===== src/rtl/binary_bbox_detect.sv =====
// Bounding-box and white-pixel count of a binary video stream, reported once per
// frame on the vsync rising edge that closes it.
module binary_bbox_detect #(
  parameter int CNT_W     = 11,
  parameter int PIX_CNT_W = 21,
  parameter int MIN_PIX   = 16
) (
  input  logic                 clk,
  input  logic                 rst_n,
  input  logic                 vsync_in,
  input  logic                 hsync_in,
  input  logic                 de_in,
  input  logic                 pix_in,
  output logic [CNT_W-1:0]     x_min,
  output logic [CNT_W-1:0]     x_max,
  output logic [CNT_W-1:0]     y_min,
  output logic [CNT_W-1:0]     y_max,
  output logic [PIX_CNT_W-1:0] pix_count,
  output logic                 bbox_valid,
  output logic                 frame_done
);

  typedef enum logic {WAIT_SOF, ACCUM} state_t;

  localparam logic [CNT_W-1:0]     CNT_MAX = {CNT_W{1'b1}};
  localparam logic [PIX_CNT_W-1:0] PIX_MAX = {PIX_CNT_W{1'b1}};
  localparam logic [PIX_CNT_W-1:0] MIN_THR = PIX_CNT_W'(MIN_PIX);

  state_t               state, state_nxt;
  logic                 vs_d, de_d, vs_rise, de_fall, latch;
  logic [CNT_W-1:0]     x_cnt, y_cnt;
  logic [CNT_W-1:0]     x_min_acc, x_max_acc, y_min_acc, y_max_acc;
  logic [PIX_CNT_W-1:0] cnt_acc;
  logic                 unused_hsync;

  assign unused_hsync = hsync_in;
  assign vs_rise = vsync_in & ~vs_d;
  assign de_fall = ~de_in & de_d;

  always_ff @(posedge clk) begin
    if (!rst_n) begin
      state <= WAIT_SOF;
      vs_d  <= 1'b0;
      de_d  <= 1'b0;
    end else begin
      state <= state_nxt;
      vs_d  <= vsync_in;
      de_d  <= de_in;
    end
  end

  // The first vs_rise after reset only arms the block; the partial frame before it is dropped.
  always_comb begin
    state_nxt = state;
    latch     = 1'b0;
    case (state)
      WAIT_SOF: if (vs_rise) state_nxt = ACCUM;
      ACCUM:    if (vs_rise) latch = 1'b1;
      default:  state_nxt = WAIT_SOF;
    endcase
  end

  always_ff @(posedge clk) begin
    if (!rst_n) begin
      x_cnt <= '0;
      y_cnt <= '0;
    end else begin
      if (!de_in)                 x_cnt <= '0;
      else if (x_cnt != CNT_MAX)  x_cnt <= x_cnt + CNT_W'(1);
      if (vs_rise)                             y_cnt <= '0;
      else if (de_fall && (y_cnt != CNT_MAX))  y_cnt <= y_cnt + CNT_W'(1);
    end
  end

  // A white pixel in the vs_rise cycle is deliberately dropped: the clear wins.
  always_ff @(posedge clk) begin
    if (!rst_n || vs_rise) begin
      x_min_acc <= CNT_MAX;
      x_max_acc <= '0;
      y_min_acc <= CNT_MAX;
      y_max_acc <= '0;
      cnt_acc   <= '0;
    end else if ((state == ACCUM) && de_in && pix_in) begin
      if (x_cnt < x_min_acc) x_min_acc <= x_cnt;
      if (x_cnt > x_max_acc) x_max_acc <= x_cnt;
      if (y_cnt < y_min_acc) y_min_acc <= y_cnt;
      if (y_cnt > y_max_acc) y_max_acc <= y_cnt;
      if (cnt_acc != PIX_MAX) cnt_acc <= cnt_acc + PIX_CNT_W'(1);
    end
  end

  always_ff @(posedge clk) begin
    if (!rst_n) begin
      x_min      <= '0;
      x_max      <= '0;
      y_min      <= '0;
      y_max      <= '0;
      pix_count  <= '0;
      bbox_valid <= 1'b0;
      frame_done <= 1'b0;
    end else begin
      frame_done <= latch;
      if (latch) begin
        pix_count <= cnt_acc;
        if (cnt_acc == '0) begin
          x_min      <= '0;
          x_max      <= '0;
          y_min      <= '0;
          y_max      <= '0;
          bbox_valid <= 1'b0;
        end else begin
          x_min      <= x_min_acc;
          x_max      <= x_max_acc;
          y_min      <= y_min_acc;
          y_max      <= y_max_acc;
          bbox_valid <= (cnt_acc >= MIN_THR);
        end
      end
    end
  end

endmodule


===== config.mk =====
export PLATFORM = sky130hd
export DESIGN_NAME = binary_bbox_detect
export DESIGN_NICKNAME = d
export VERILOG_FILES = /design/src/rtl/binary_bbox_detect.sv
export SDC_FILE = /design/constraint.sdc
export NUM_CORES = 1
export LEC_CHECK = 0
export CAP_MARGIN = 25
export CORE_ASPECT_RATIO = 1.4
export CORE_UTILIZATION = 50
export DETAILED_ROUTE_END_ITERATION = 12
export PLACE_DENSITY = 0.74
export SLEW_MARGIN = 5
export SYNTH_ARGS = -nofsm -noshare
export SYNTH_HDL_FRONTEND = slang
export SYNTH_SLANG_ARGS = --single-unit

===== constraint.sdc =====
create_clock -name clk -period 3.67 [get_ports clk]
set_input_delay 1.101 -clock clk [delete_from_list [all_inputs] [get_ports clk]]
set_output_delay 1.101 -clock clk [all_outputs]
set_load 0.03 [all_outputs]

==> qor.yml <==
status:
  status: "finished clean"
global_routing:
  grt_use_total_pct: 21.6
  grt_max_degree: 66
  antenna_found_initial: 0
  grt_pass1_wl_um: 27200
  grt_overflow: 0
  grt_pass1_vias: 5859
critical_path:
  ff2ff_setup_slack_ns: 1.21
  critPathLaunchType: "input port"
  crit_chain: "clkdlybuf4s50_1 > nor2b_1 > and2_1 > buf_4 > nand2_1 > a21boi_0"
  cp_slowest_cell: "clkdlybuf4s50_1"
  critPathCaptureType: "register"
  crit_type: "input port to register"
  crit_start: "vsync_in"
  reg2reg_from: "x_cnt[0]$_SDFFE_PN0P_"
  crit_arrival_ns: 3.09
  worstPathMaxFanout: 13
  slowest_delay_ns: 0.52
  critPathRequiredTime_ns: 4.01
synth:
  synth_adder_area_share_pct: 7.63
  synth_xor_area_share_pct: 3.02
  ys_seq_area_share_pct: 41.7
  syn_area_sq_um: 7540
  synth_fp_nets: 879
  ys_ff_latch: 157
  synth_top_family_by_area: "compound AO/OA/AOI/OAI gates"
  yosys.area_share.simple_pct: 18.9
  syn_avg_cell_area_sq_um: 9.12
  synth_cell_types: 49
  ys_warn_count: 0
  synthMuxAreaShare_pct: 3.32
  yosys_most_used_dff: "dfxtp_1"
  synth_edf_count: 0
  synthArstFlopShare_pct: 0
  synth-compound-area-share_pct: 19.6
  syn_inst: 827
detailed_routing:
  drc: 0
  drtPass1Iterations: 4
  drt-total-wl_um: 15600
  vias: 5934
  routed_via_density: 5.46
  post_drt_wl_per_cell_um: 14.3
  drt_iter0_markers: 187
  drtAntennaViolNets: 0
power:
  power_mw: 3.55
  switchingPower_mw: 0.827
  ir_drop_mv: 0.296
  p_sw_share_pct: 23.3
  p_leak_nw: 3.39
  p_comb_share_pct: 3.6
  seq_power_share_pct: 48.6
  internal-power_mw: 2.73
  pwr-share-clk_pct: 47.8
  powerDensity_nw_per_um2: 394
timing:
  finalClockSkew_ns: 0.0124
  relSlewSlack_pct: 56.6
  max_freq_ghz: 0.364
  setup_viol: 0
  tightest_slew_ns: 0.644
  setup_ws_ns: 0.922
  drv_slew: 0
  grt_setup_unrepaired: "false"
  period_needed_ns: 2.75
  setup-tns-final_ns: 0
  min_period_over_period_pct: 74.9
  hold_viol: 0
clock_network:
  cts_root_buf: "clkbuf_16"
  cts_resized: 0
  clock_latency_ns: 0.43
  cts.clk_slew.worst_paths_ns: 0.06
  cts_hold_buf: 0
  cts.sink_count: 157
  post_cts_buffers: 0
  numCtsBuffers: 17
  htreeDepth: 4
  clk_path_buf_depth: 2
  cts_tree: "yes"
layout:
  final_cells: 1086
  area.growth.synth_to_final_pct: 19.4
  fin_area_sq_um: 9010
  nNetsFinal: 936
  drive_above_1_share_pct: 11.0
  fill_cells: 1266
  insertedDiodeCount: 0
floorplan:
  core-area_sq_um: 14600
  start_util_pct: 51.8
  io_pins: 73
  die_x_um: 106
  chipHeight_um: 147
  num_rows: 52
  dieArea_sq_um: 15600
placement:
  pre_cts_slack_ns: 0.475
  dpl.cell_count: 1054
  detailed_place.area_sq_um: 8430
  place_hpwl_um: 10900
  io_buffers: 71
  gp_congestion: 0.847
run:
  maxCapViolCount: 0
hold_path:
  min-delay-start: "pix_count[16]$_SDFFE_PN0P_"
  min_path_type: "register to register"
## sequential cells by signal, indices dropped and copies added, names as in the netlist, 11 cells and up
signal and count:
pix_count 21, y_max_acc 11, y_max 11, y_min 11, x_min 11, x_max 11, y_min_acc 11, x_max_acc 11
x_cnt 11, y_cnt 11, cnt_acc 21, x_min_acc 11
## worst paths after layout
path / endpoint / depth (start not counted)
worst max-delay path: pix_count[17]$_SDFFE_PN0P_ / 6
worst min register to register: pix_count[16]$_SDFFE_PN0P_ / 2
worst min-delay path: pix_count[16]$_SDFFE_PN0P_ / 2
worst max register to register: x_max_acc[1]$_SDFFE_PP0P_ / 8
## layout make-up
class                   instances  area [sq um]  share of cell area [%]
multi-input cells             563          3980                    44.2
flip-flops and latches        157          3140                    34.9
repair buffers                 91           868                    9.64
clock buffers                  18           439                    4.88
well taps                     189           236                    2.63
inverters                      54           203                    2.25
clock inverters                14           135                    1.50
## metrics by stage
step | hold WS (ns) | util, %
floorplan | 0.447 | -
global placement | 0.452 | 57.9
finish | 0.462 | 61.8
CTS | 0.466 | 61.8
global route | 0.484 | 61.8
detailed placement | 0.457 | 57.9
## metal layers
layer	global-route usage [%]	vias up	wire [um]	share of wire (%)
met3	3.59	26	341	2.2
met1	25.1	2815	6950	45
met2	38.5	89	7930	51
met4	9.72	0	363	2.3
li1	-	3004	-	-
met5	0	-	0	0
## power groups by stage
stage                     Sequential [mW]  Combinational (mW)  Clock (mW)
after global routing                 1.73               0.144        1.80
after floorplan                      1.76              0.0875           0
after detailed placement             1.76               0.131           0
after global placement               1.76               0.129           0
final                                1.73               0.129        1.70
after CTS                            1.73               0.131        1.74
## critical path, delay by kind of cell
| family | cells | cell delay [ns] |
|---|---|---|
| AO/OA/AOI/OAI | 1 | 0.17 |
| AND/OR/NAND/NOR | 3 | 1.04 |
| buffers and inverters | 2 | 0.79 |
## cells in the mapped netlist (all sizes together) (4+ instances only)
master | number | area, sq um
dfxtp | 157 | 3140
nand2 | 107 | 402
inv | 54 | 203
nor2b | 50 | 313
nor2 | 49 | 184
o211ai | 49 | 368
ha | 46 | 576
a22oi | 44 | 531
clkbuf | 35 | 131
mux2i | 25 | 250
a21boi | 21 | 158
a21oi | 21 | 105
nand3 | 21 | 105
buf | 18 | 109
xnor2 | 18 | 158
nand4 | 15 | 93.8
nor3 | 12 | 60.1
o21ai | 9 | 45.0
xor2 | 8 | 70.1
nor4 | 7 | 65.1
a31oi | 6 | 52.6
and3 | 6 | 37.5
o21a | 6 | 45.0
a211oi | 4 | 30.0
and4 | 4 | 35.0
nand2b | 4 | 25.0
## logic make-up (layout without fill, tap and decap cells)
family                     count (synthesis)  after routing
buffers and inverters                    107            177
and+or+nand+nor                          290            290
AOI/OAI and AO/OA                        176            176
muxes                                     25             25
xor gates and xnor gates                  26             26
DFF                                      157            157
adders and majority gates                 46             46
## placed cells by master, fill, tap and decap left out, types with 4 or more instances in the layout
| master | n |
|---|---|
| o21ai_0 | 8 |
| nand3_1 | 21 |
| clkbuf_16 | 17 |
| nand2b_1 | 4 |
| a31oi_1 | 5 |
| dfxtp_1 | 157 |
| inv_6 | 6 |
| nor2_1 | 49 |
| a22oi_2 | 40 |
| a21boi_0 | 21 |
| buf_4 | 19 |
| nand2_1 | 106 |
| inv_1 | 54 |
| mux2i_1 | 25 |
| ha_1 | 46 |
| a21oi_1 | 21 |
| xnor2_1 | 18 |
| nand4_1 | 15 |
| clkdlybuf4s50_1 | 70 |
| o21a_1 | 6 |
| nor4_1 | 5 |
| nor3_1 | 12 |
| o211ai_1 | 49 |
| nor2b_1 | 49 |
| a22oi_1 | 4 |
| and3_1 | 6 |
| xor2_1 | 8 |
| clkinv_4 | 4 |
| and4_1 | 4 |
Power figures use the tool's default switching activity.
